File: src/rtl/spi_xfer_ctrl.sv
// SPI mode-0 master that streams bytes from a valid/ready source, MSB first,
// with a chip-select hold period and a minimum deselect gap between frames.
module spi_xfer_ctrl #(
    parameter int unsigned DIV = 4,
    parameter int unsigned GAP = 4
) (
    input  logic       clk,
    input  logic       rstn,
    input  logic       tx_valid,
    input  logic [7:0] tx_data,
    input  logic       tx_last,
    output logic       tx_ready,
    output logic       rx_valid,
    output logic [7:0] rx_data,
    output logic       busy,
    output logic       spi_cs,
    output logic       spi_sclk,
    output logic       spi_mosi,
    input  logic       spi_miso
);

    localparam int unsigned CNT_W  = 8;
    localparam int unsigned BIT_W  = 3;
    localparam logic [CNT_W-1:0] DIV_M1 = CNT_W'(DIV - 1);
    localparam logic [CNT_W-1:0] GAP_M1 = CNT_W'(GAP - 1);

    localparam logic [2:0] S_IDLE  = 3'd0;
    localparam logic [2:0] S_SETUP = 3'd1;
    localparam logic [2:0] S_SHIFT = 3'd2;
    localparam logic [2:0] S_WAIT  = 3'd3;
    localparam logic [2:0] S_HOLD  = 3'd4;
    localparam logic [2:0] S_GAP   = 3'd5;

    logic [2:0]       state_q, state_d;
    logic [CNT_W-1:0] cnt_q, cnt_d;
    logic [BIT_W-1:0] bit_q, bit_d;
    logic             phase_q, phase_d;
    logic [7:0]       tsr_q, tsr_d;
    logic [7:0]       rsr_q, rsr_d;
    logic             last_q, last_d;

    logic             tx_ready_q, tx_ready_d;
    logic             rx_valid_q, rx_valid_d;
    logic [7:0]       rx_data_q, rx_data_d;
    logic             busy_q, busy_d;
    logic             cs_q, cs_d;
    logic             sclk_q, sclk_d;
    logic             mosi_q, mosi_d;

    logic             accept_c;

    assign accept_c = tx_valid && tx_ready_q;

    // State and output registers
    always_ff @(posedge clk) begin
        if (!rstn) begin
            state_q    <= S_IDLE;
            cnt_q      <= '0;
            bit_q      <= '0;
            phase_q    <= 1'b0;
            tsr_q      <= '0;
            rsr_q      <= '0;
            last_q     <= 1'b0;
            tx_ready_q <= 1'b0;
            rx_valid_q <= 1'b0;
            rx_data_q  <= '0;
            busy_q     <= 1'b0;
            cs_q       <= 1'b1;
            sclk_q     <= 1'b0;
            mosi_q     <= 1'b0;
        end else begin
            state_q    <= state_d;
            cnt_q      <= cnt_d;
            bit_q      <= bit_d;
            phase_q    <= phase_d;
            tsr_q      <= tsr_d;
            rsr_q      <= rsr_d;
            last_q     <= last_d;
            tx_ready_q <= tx_ready_d;
            rx_valid_q <= rx_valid_d;
            rx_data_q  <= rx_data_d;
            busy_q     <= busy_d;
            cs_q       <= cs_d;
            sclk_q     <= sclk_d;
            mosi_q     <= mosi_d;
        end
    end

    // Next-state logic; outputs are derived from next-state values so they register in step
    always_comb begin
        state_d    = state_q;
        cnt_d      = cnt_q;
        bit_d      = bit_q;
        phase_d    = phase_q;
        tsr_d      = tsr_q;
        rsr_d      = rsr_q;
        last_d     = last_q;
        mosi_d     = mosi_q;
        rx_valid_d = 1'b0;
        rx_data_d  = rx_data_q;

        case (state_q)
            S_IDLE: begin
                if (accept_c) begin
                    state_d = S_SETUP;
                    cnt_d   = '0;
                    bit_d   = BIT_W'(7);
                    phase_d = 1'b0;
                    tsr_d   = tx_data;
                    mosi_d  = tx_data[7];
                    last_d  = tx_last;
                end
            end

            S_SETUP: begin
                if (cnt_q == DIV_M1) begin
                    state_d = S_SHIFT;
                    cnt_d   = '0;
                end else begin
                    cnt_d = cnt_q + CNT_W'(1);
                end
            end

            S_SHIFT: begin
                if (cnt_q != DIV_M1) begin
                    cnt_d = cnt_q + CNT_W'(1);
                end else begin
                    cnt_d = '0;
                    if (!phase_q) begin
                        phase_d = 1'b1;
                        rsr_d   = {rsr_q[6:0], spi_miso};
                    end else if (bit_q != '0) begin
                        phase_d = 1'b0;
                        bit_d   = bit_q - BIT_W'(1);
                        tsr_d   = {tsr_q[6:0], 1'b0};
                        mosi_d  = tsr_q[6];
                    end else begin
                        phase_d    = 1'b0;
                        rx_valid_d = 1'b1;
                        rx_data_d  = rsr_q;
                        if (last_q) begin
                            state_d = S_HOLD;
                        end else if (accept_c) begin
                            bit_d  = BIT_W'(7);
                            tsr_d  = tx_data;
                            mosi_d = tx_data[7];
                            last_d = tx_last;
                        end else begin
                            state_d = S_WAIT;
                        end
                    end
                end
            end

            S_WAIT: begin
                if (accept_c) begin
                    state_d = S_SHIFT;
                    cnt_d   = '0;
                    bit_d   = BIT_W'(7);
                    phase_d = 1'b0;
                    tsr_d   = tx_data;
                    mosi_d  = tx_data[7];
                    last_d  = tx_last;
                end
            end

            S_HOLD: begin
                if (cnt_q == DIV_M1) begin
                    state_d = S_GAP;
                    cnt_d   = '0;
                end else begin
                    cnt_d = cnt_q + CNT_W'(1);
                end
            end

            S_GAP: begin
                if (cnt_q == GAP_M1) begin
                    state_d = S_IDLE;
                    cnt_d   = '0;
                end else begin
                    cnt_d = cnt_q + CNT_W'(1);
                end
            end

            default: begin
                state_d = S_IDLE;
                cnt_d   = '0;
            end
        endcase

        busy_d = (state_d != S_IDLE);
        sclk_d = (state_d == S_SHIFT) && phase_d;
        // CS releases one cycle into GAP so the deselect time, including the IDLE accept cycle, equals GAP
        cs_d   = (state_d == S_IDLE) || ((state_d == S_GAP) && (cnt_d != '0));
        tx_ready_d = (state_d == S_IDLE) || (state_d == S_WAIT) ||
                     ((state_d == S_SHIFT) && phase_d && (bit_d == '0) &&
                      (cnt_d == DIV_M1) && !last_d);
    end

    assign tx_ready = tx_ready_q;
    assign rx_valid = rx_valid_q;
    assign rx_data  = rx_data_q;
    assign busy     = busy_q;
    assign spi_cs   = cs_q;
    assign spi_sclk = sclk_q;
    assign spi_mosi = mosi_q;

endmodule
File: config.mk
export PLATFORM = sky130hd
export DESIGN_NAME = spi_xfer_ctrl
export DESIGN_NICKNAME = d
export VERILOG_FILES = /design/src/rtl/spi_xfer_ctrl.sv
export SDC_FILE = /design/constraint.sdc
export NUM_CORES = 1
export LEC_CHECK = 0
export BUFFER_PORTS_ARGS = -buffer_cell sky130_fd_sc_hd__buf_2
export CAP_MARGIN = 20
export CORE_MARGIN = 2
export CORE_UTILIZATION = 50
export DETAILED_ROUTE_END_ITERATION = 10
export HOLD_SLACK_MARGIN = 0.15
export PLACE_DENSITY = 0.75
export SYNTH_ARGS = -nofsm -noshare
export SYNTH_HDL_FRONTEND = slang
export SYNTH_SLANG_ARGS = --single-unit
File: constraint.sdc
create_clock -name clk -period 3.3 [get_ports clk]
set_clock_uncertainty 0.15 [all_clocks]
set_input_delay 0 -clock clk [delete_from_list [all_inputs] [get_ports clk]]
set_output_delay 0 -clock clk [all_outputs]
set_load 0.02 [all_outputs]
==> results of run 1 <==
[worst max-delay path by stage]
stage | from | end | slack [ns]
3_3_place_gp | cnt_q[0] | tx_ready | 0.57
3_5_place_dp | cnt_q[0] | tx_ready | 0.48
5_1_grt | cnt_q[0] | tsr_q[0] | 0.01
4_1_cts | cnt_q[0] | tsr_q[0] | 0.28
2_1_floorplan | cnt_q[0] | tx_ready | 0.76
6_report | cnt_q[0] | tsr_q[0] | 0.27
[report_power, final]
part           internal, mW  switching [mW]  leakage, nW
combinational        0.0578          0.0871        0.656
clock                 0.153           0.198       0.0447
sequential            0.560          0.0151        0.365
total                 0.770           0.300         1.07
[cells in the final DEF (no fill, tap or decap), drive strengths merged, types with 6 or more instances in the layout]
master,Yosys,routed
buf,9,28
a21oi,32,32
inv,10,11
and3,8,8
dlygate4sd3,0,13
a211oi,6,6
dfxtp,45,45
nand2,34,34
mux2i,9,9
o21ai,28,28
nand3,8,8
or3,8,8
nor2,20,20
[state kept, by name, indices dropped and copies added (netlist names)]
register	cells
spi_cs	1
state_q	3
last_q	1
rsr_q	8
rx_data	8
rx_valid	1
spi_sclk	1
phase_q	1
busy	1
cnt_q	8
bit_q	3
spi_mosi	1
tsr_q	7
tx_ready	1
[kinds of logic (layout without fill, tap and decap cells)]
family | Yosys count | count (layout) | share of synthesized area [%]
adders and majority gates | 5 | 5 | 2.63
muxes | 9 | 9 | 3.79
DFF | 45 | 45 | 37.9
xor gates and xnor gates | 5 | 5 | 1.84
buffers and inverters | 25 | 59 | 4.89
AOI/OAI and AO/OA | 89 | 89 | 23.6
and+or+nand+nor | 108 | 108 | 25.4
[synth_stat cells (2+ instances only)]
cell type	instances
a211oi_1	6
nor3b_2	2
o211a_1	2
mux2i_1	9
xnor2_1	3
nor2b_1	3
o31ai_1	2
o211ai_1	2
nand3_1	8
nor2_1	19
a21oi_1	32
o21ai_0	25
or3_1	8
clkbuf_1	6
or4_1	2
a31oi_1	3
nand4_1	4
a2bb2oi_1	2
ha_1	5
xor2_1	2
and2_1	3
dfxtp_1	45
and3b_1	3
inv_1	10
nor3_1	4
buf_4	2
buf_2	6
and3_1	6
and3_2	2
nand2_1	34
o21ai_1	3
[worst max-delay path: cells and delay by family, from the launching register on]
kind                     cells  cell delay, ns
AO/OA/AOI/OAI                2            0.25
adder cells (fa/ha/maj)      1            0.27
buffers and inverters        1            0.57
flip-flops                   1            0.43
AND/OR/NAND/NOR              4            1.27
[per-stage QoR]
step	hold slack (ns)	area [um2]	worst slack, ns	std cells
final	0.308	2740	0.267	374
after global routing	0.317	2740	0.0113	374
after detailed placement	0.115	2510	0.479	353
after global placement	0.106	2510	0.569	353
after CTS	0.304	2740	0.276	374
after floorplan	-0.0140	2380	0.759	286
[area by class of cell]
| type | instances | area, um2 | share of cell area [%] |
|---|---|---|---|
| multi-input cells | 216 | 1360 | 49.7 |
| repair buffers | 41 | 275 | 10.1 |
| well taps | 54 | 67.6 | 2.47 |
| clock buffers | 5 | 68.8 | 2.52 |
| flip-flops and latches | 45 | 901 | 32.9 |
| clock inverters | 3 | 25.0 | 0.915 |
| inverters | 10 | 37.5 | 1.37 |
[layer usage]
layer  vias to the layer above  track usage [%]  wire length, um
met1                      1021             29.2             2480
met5                         -                0                0
li1                       1097                -                -
met4                         0             7.41              131
met3                        14             4.70              285
met2                        76             34.4             2510
==> impl_metrics.env, run 1 <==
export IMPL_gp_congestion=0.890
export IMPL_nNetsFinal=337
export IMPL_p_leak_nw=1.07
export IMPL_worst_pin_slew_ns=0.897
export IMPL_synth_seq_cells=45
export IMPL_routed_wl_um=5410
export IMPL_grt_ovfl_total=0
export IMPL_io_buffers=26
export IMPL_ant_nets=0
export IMPL_fin_setup_tns_ns=0
export IMPL_syn_nets=304
export IMPL_min_to="tsr_q[0]"
export IMPL_root_buffer="clkbuf_8"
export IMPL_holdBufCountCts=13
export IMPL_r2r_end="tsr_q[0]"
export IMPL_finalHoldViolations=0
export IMPL_rsz0062_at_grt="false"
export IMPL_slew_viol_final=0
export IMPL_critPathArrivalTime_ns=3.10
export IMPL_crit_slowest_cell="dlygate4sd3_1"
export IMPL_period_share_pct=91.9
export IMPL_clock_fmax_mhz=330
export IMPL_row_count=25
export IMPL_vias=2208
export IMPL_cts_htree_levels=2
export IMPL_cp_cell_sequence="ha_1 -> nor3b_2 -> and2_2 -> a211oi_1 -> nor3_4 -> nand4_1 -> dlygate4sd3_1 -> a21oi_1"
export IMPL_postCtsSetupBuffers=0
export IMPL_r2r_start="cnt_q[0]"
export IMPL_grt_max_degree=30
export IMPL_finalPower_mw=1.07
export IMPL_fillers=414
export IMPL_clockBufferDepth=2
export IMPL_ys_dominant_reg_cell="dfxtp_1"
export IMPL_maxCapViolCount=0
export IMPL_drt_pass1_iter_count=4
export IMPL_synthCells=286
export IMPL_yosysWarnings=0
export IMPL_pin_count=27
export IMPL_hold_depth=2
export IMPL_drc=0
export IMPL_drive_gt1_share_pct=15.9
export IMPL_status="completed"
export IMPL_yosysTopAreaCell="dfxtp_1"
export IMPL_coreArea_mm2=0.00466
export IMPL_synth_top_cell_area_share_pct=37.9
export IMPL_worstSetupPathType="flop to flop"
export IMPL_routedWlPerCell_um=14.5
export IMPL_final_setup_viol_count=0
export IMPL_drt_iter0_drc=198
export IMPL_ys_seq_area_share_pct=37.9
export IMPL_async_flop_share_pct=0
export IMPL_grtUsageTotal_pct=21.7
export IMPL_critPathCaptureType="flop"
export IMPL_cts_buffers=5
export IMPL_die_h_um=73.0
export IMPL_hold_path_class="flop to flop"
export IMPL_syn_cell_area_mm2=0.00238
export IMPL_start_util_pct=51.0
export IMPL_synth_area_leaders="dfxtp_1 38%, a21oi_1 6.7%, nand2_1 5.4%, o21ai_0 5.3%, mux2i_1 3.8%"
export IMPL_antenna_found_initial=0
export IMPL_powerDensity_mw_per_mm2=391
export IMPL_avgSynthCellArea_um2=8.31
export IMPL_slowest_delay_ns=0.57
export IMPL_cp_max_fo=10
export IMPL_dp_hpwl_um=3760
export IMPL_synth_edf_count=0
export IMPL_r2r_cells=8
export IMPL_cts_sinks=45
export IMPL_die_area_mm2=0.00532
export IMPL_grt_pass1_vias=1986
export IMPL_final_util_pct=58.7
export IMPL_period_minus_slack_ns=3.03
export IMPL_worst_skew_pair_late_latency_ns=0.30
export IMPL_ctsResizeCount=0
export IMPL_cts_tree="built"
export IMPL_diodes=0
export IMPL_slew_headroom_pct=40.2
export IMPL_synth_cell_types=54
export IMPL_min_from="tsr_q[0]"
export IMPL_reg2reg_slack_ns=0.27
export IMPL_start_kind="flop"
export IMPL_grt_pass1_wl_um=9150
export IMPL_die_x_um=73.0
export IMPL_area_growth_pct=15.1
export IMPL_clkSlewWorstSetupHoldPaths_ns=0.08
export IMPL_via_per_inst=5.90
export IMPL_ir_worst_vdd_uv=238
export IMPL_crit_required_ns=3.37
No activity file was read; power rests on OpenSTA's default activity.
==> inputs of run 2 (changes only) <==
Settings changed: CTS_BUF_LIST from default to sky130_fd_sc_hd__clkbuf_4.
==> run 2 against run 1 <==
Effect of this change:
- maximum frequency up 3.2%
- count of clock-buffer cells in the layout did not move
- die area unchanged
- first-iteration DRC count up 13%
- via count hardly changed
- final cell count unchanged
- routed wire length shrank 0.33%
- critical path depth unchanged
- combinational power about the same
- global-route usage increased by 0.19 points
- non-clock buffer count stayed put
- sequential cell count unchanged
==> impl_metrics.env, run 2 (synthesis results as in run 1) <==
export IMPL_pwr_share_comb_pct=14.5
export IMPL_crit_required_ns=3.44
export IMPL_pwr_share_clk_pct=28.0
export IMPL_fillers=419
export IMPL_switching_share_pct=29.5
export IMPL_ir_worst_vdd_uv=247
export IMPL_seq_power_share_pct=57.5
export IMPL_row_count=25
export IMPL_pin_count=27
export IMPL_clkSlewWorstSetupHoldPaths_ns=0.15
export IMPL_finalPower_mw=1.00
export IMPL_io_buffers=26
export IMPL_crit_path_start="cnt_q[0]"
export IMPL_cp_max_fo=10
export IMPL_dp_hpwl_um=3760
export IMPL_drt_pass1_iter_count=4
export IMPL_fin_ws_ns=0.362
export IMPL_finalHoldViolations=0
export IMPL_clock_fmax_mhz=340
export IMPL_path_depth=8
export IMPL_place_ws_ns=0.479
export IMPL_hold_path_class="input port to flop"
export IMPL_slew_headroom_pct=39.8
export IMPL_fin_setup_tns_ns=0
export IMPL_cp_endpoint="tsr_q[0]"
export IMPL_final_cell_mix="45 x dfxtp_1, 34 x nand2_1, 32 x a21oi_1"
export IMPL_gp_congestion=0.890
export IMPL_r2r_start="cnt_q[0]"
export IMPL_worst_pin_slew_ns=0.900
export IMPL_die_area_mm2=0.00532
export IMPL_ant_nets=0
export IMPL_r2r_end="tsr_q[0]"
export IMPL_cp_top_family="simple AND/OR/NAND/NOR gates"
export IMPL_p_int_uw=705
export IMPL_drc=0
export IMPL_grtUsageTotal_pct=21.9
export IMPL_drive_gt1_share_pct=15.9
export IMPL_maxCapViolCount=0
export IMPL_final_common_cell="dfxtp_1"
export IMPL_slew_viol_final=0
export IMPL_worst_skew_pair_late_latency_ns=0.37
export IMPL_grt_pass1_vias=1987
export IMPL_powerDensity_mw_per_mm2=369
export IMPL_status="completed"
export IMPL_routed_wl_um=5390
export IMPL_period_share_pct=89.0
export IMPL_diodes=0
export IMPL_post_route_cell_area_mm2=0.00271
export IMPL_start_util_pct=51.0
export IMPL_cts_buffers=5
export IMPL_clockBufferDepth=2
export IMPL_final_setup_viol_count=0
export IMPL_vias=2209
export IMPL_place_area_mm2=0.00251
export IMPL_grt_ovfl_total=0
export IMPL_rsz0062_at_grt="false"
export IMPL_p_leak_nw=1.05
export IMPL_via_per_inst=5.91
export IMPL_cts_tree="built"
export IMPL_grt_pass1_wl_um=9160
export IMPL_routedWlPerCell_um=14.4
export IMPL_switching_power_uw=295
export IMPL_critPathBufInv=1
export IMPL_final_util_pct=58.1
export IMPL_area_growth_pct=14.0
export IMPL_grt_max_degree=30
export IMPL_cts_sinks=45
export IMPL_die_h_um=73.0
export IMPL_antenna_found_initial=0
export IMPL_worstSetupPathType="flop to flop"
export IMPL_r2r_cells=8
export IMPL_nNetsFinal=337
export IMPL_slowest_delay_ns=0.57
export IMPL_cts_htree_levels=2
export IMPL_cp_cell_sequence="ha_1 -> nor3b_4 -> and2_2 -> a211oi_1 -> nor3_4 -> nand4_1 -> dlygate4sd3_1 -> a21oi_1"
export IMPL_coreArea_mm2=0.00466
export IMPL_postCtsSetupBuffers=0
export IMPL_critPathCaptureType="flop"
export IMPL_crit_slowest_cell="dlygate4sd3_1"
export IMPL_die_x_um=73.0
export IMPL_drt_iter0_drc=224
export IMPL_reg2reg_slack_ns=0.36
export IMPL_root_buffer="clkbuf_4"
export IMPL_critPathArrivalTime_ns=3.08
export IMPL_period_minus_slack_ns=2.94
export IMPL_start_kind="flop"
==> run 2: cell counts in the layout (fill, tap and decap cells not counted) <==
Identical to the previous run, type by type.
==> run 2: per-layer routing <==
layer | track usage (%) | share of wire [%]
met5 | 0 | 0
met4 | 9.05 | 2.3
met3 | 5.80 | 6.4
met2 | 33.9 | 47
met1 | 28.8 | 45
==> run 2: power groups by stage <==
| stage | logic, mW | clock network [mW] | registers [mW] |
|---|---|---|---|
| global placement | 0.131 | 0 | 0.586 |
| detailed placement | 0.130 | 0 | 0.587 |
| floorplan | 0.0891 | 0 | 0.586 |
| global route | 0.162 | 0.319 | 0.578 |
| finish | 0.145 | 0.280 | 0.575 |
| CTS | 0.143 | 0.287 | 0.575 |
==> run 2: how the worst min path moves through the flow <==
stage	depth (start not counted)	end	from
2_1_floorplan	2	rsr_q[0]	spi_miso
3_3_place_gp	3	rsr_q[0]	spi_miso
3_5_place_dp	3	rsr_q[0]	spi_miso
4_1_cts	4	rsr_q[0]	spi_miso
5_1_grt	4	rsr_q[0]	spi_miso
6_report	4	rsr_q[0]	spi_miso
==> run 2: cell type report <==
type	instances	area, um2	share of cell area (%)
Sequential cell	45	901	33.2
Clock inverter	3	25.0	0.923
Tap cell	54	67.6	2.49
Timing Repair Buffer	41	275	10.2
Clock buffer	5	37.5	1.39
Inverter	10	37.5	1.39
Multi-Input combinational cell	216	1370	50.4
==> run 2: timing repair <==
item | CTS | global route
setup endpoints to repair | 0 | 1
resized for setup | 0 | 1
hold buffers | 13 | 0
hold endpoints to repair | 18 | 0
==> run 2: worst reg2reg max path, stage by stage (launching register included) <==
cell and delay [ns]:
dfxtp_1 0.46, ha_1 0.29, nor3b_4 0.44, and2_2 0.28, a211oi_1 0.12, nor3_4 0.31
nand4_1 0.13, dlygate4sd3_1 0.57, a21oi_1 0.13
==> run 2: through the flow <==
step	hold WS (ns)	cells
floorplan	-0.0140	286
global placement	0.106	353
detailed placement	0.115	353
CTS	0.245	374
global route	0.263	374
finish	0.264	374
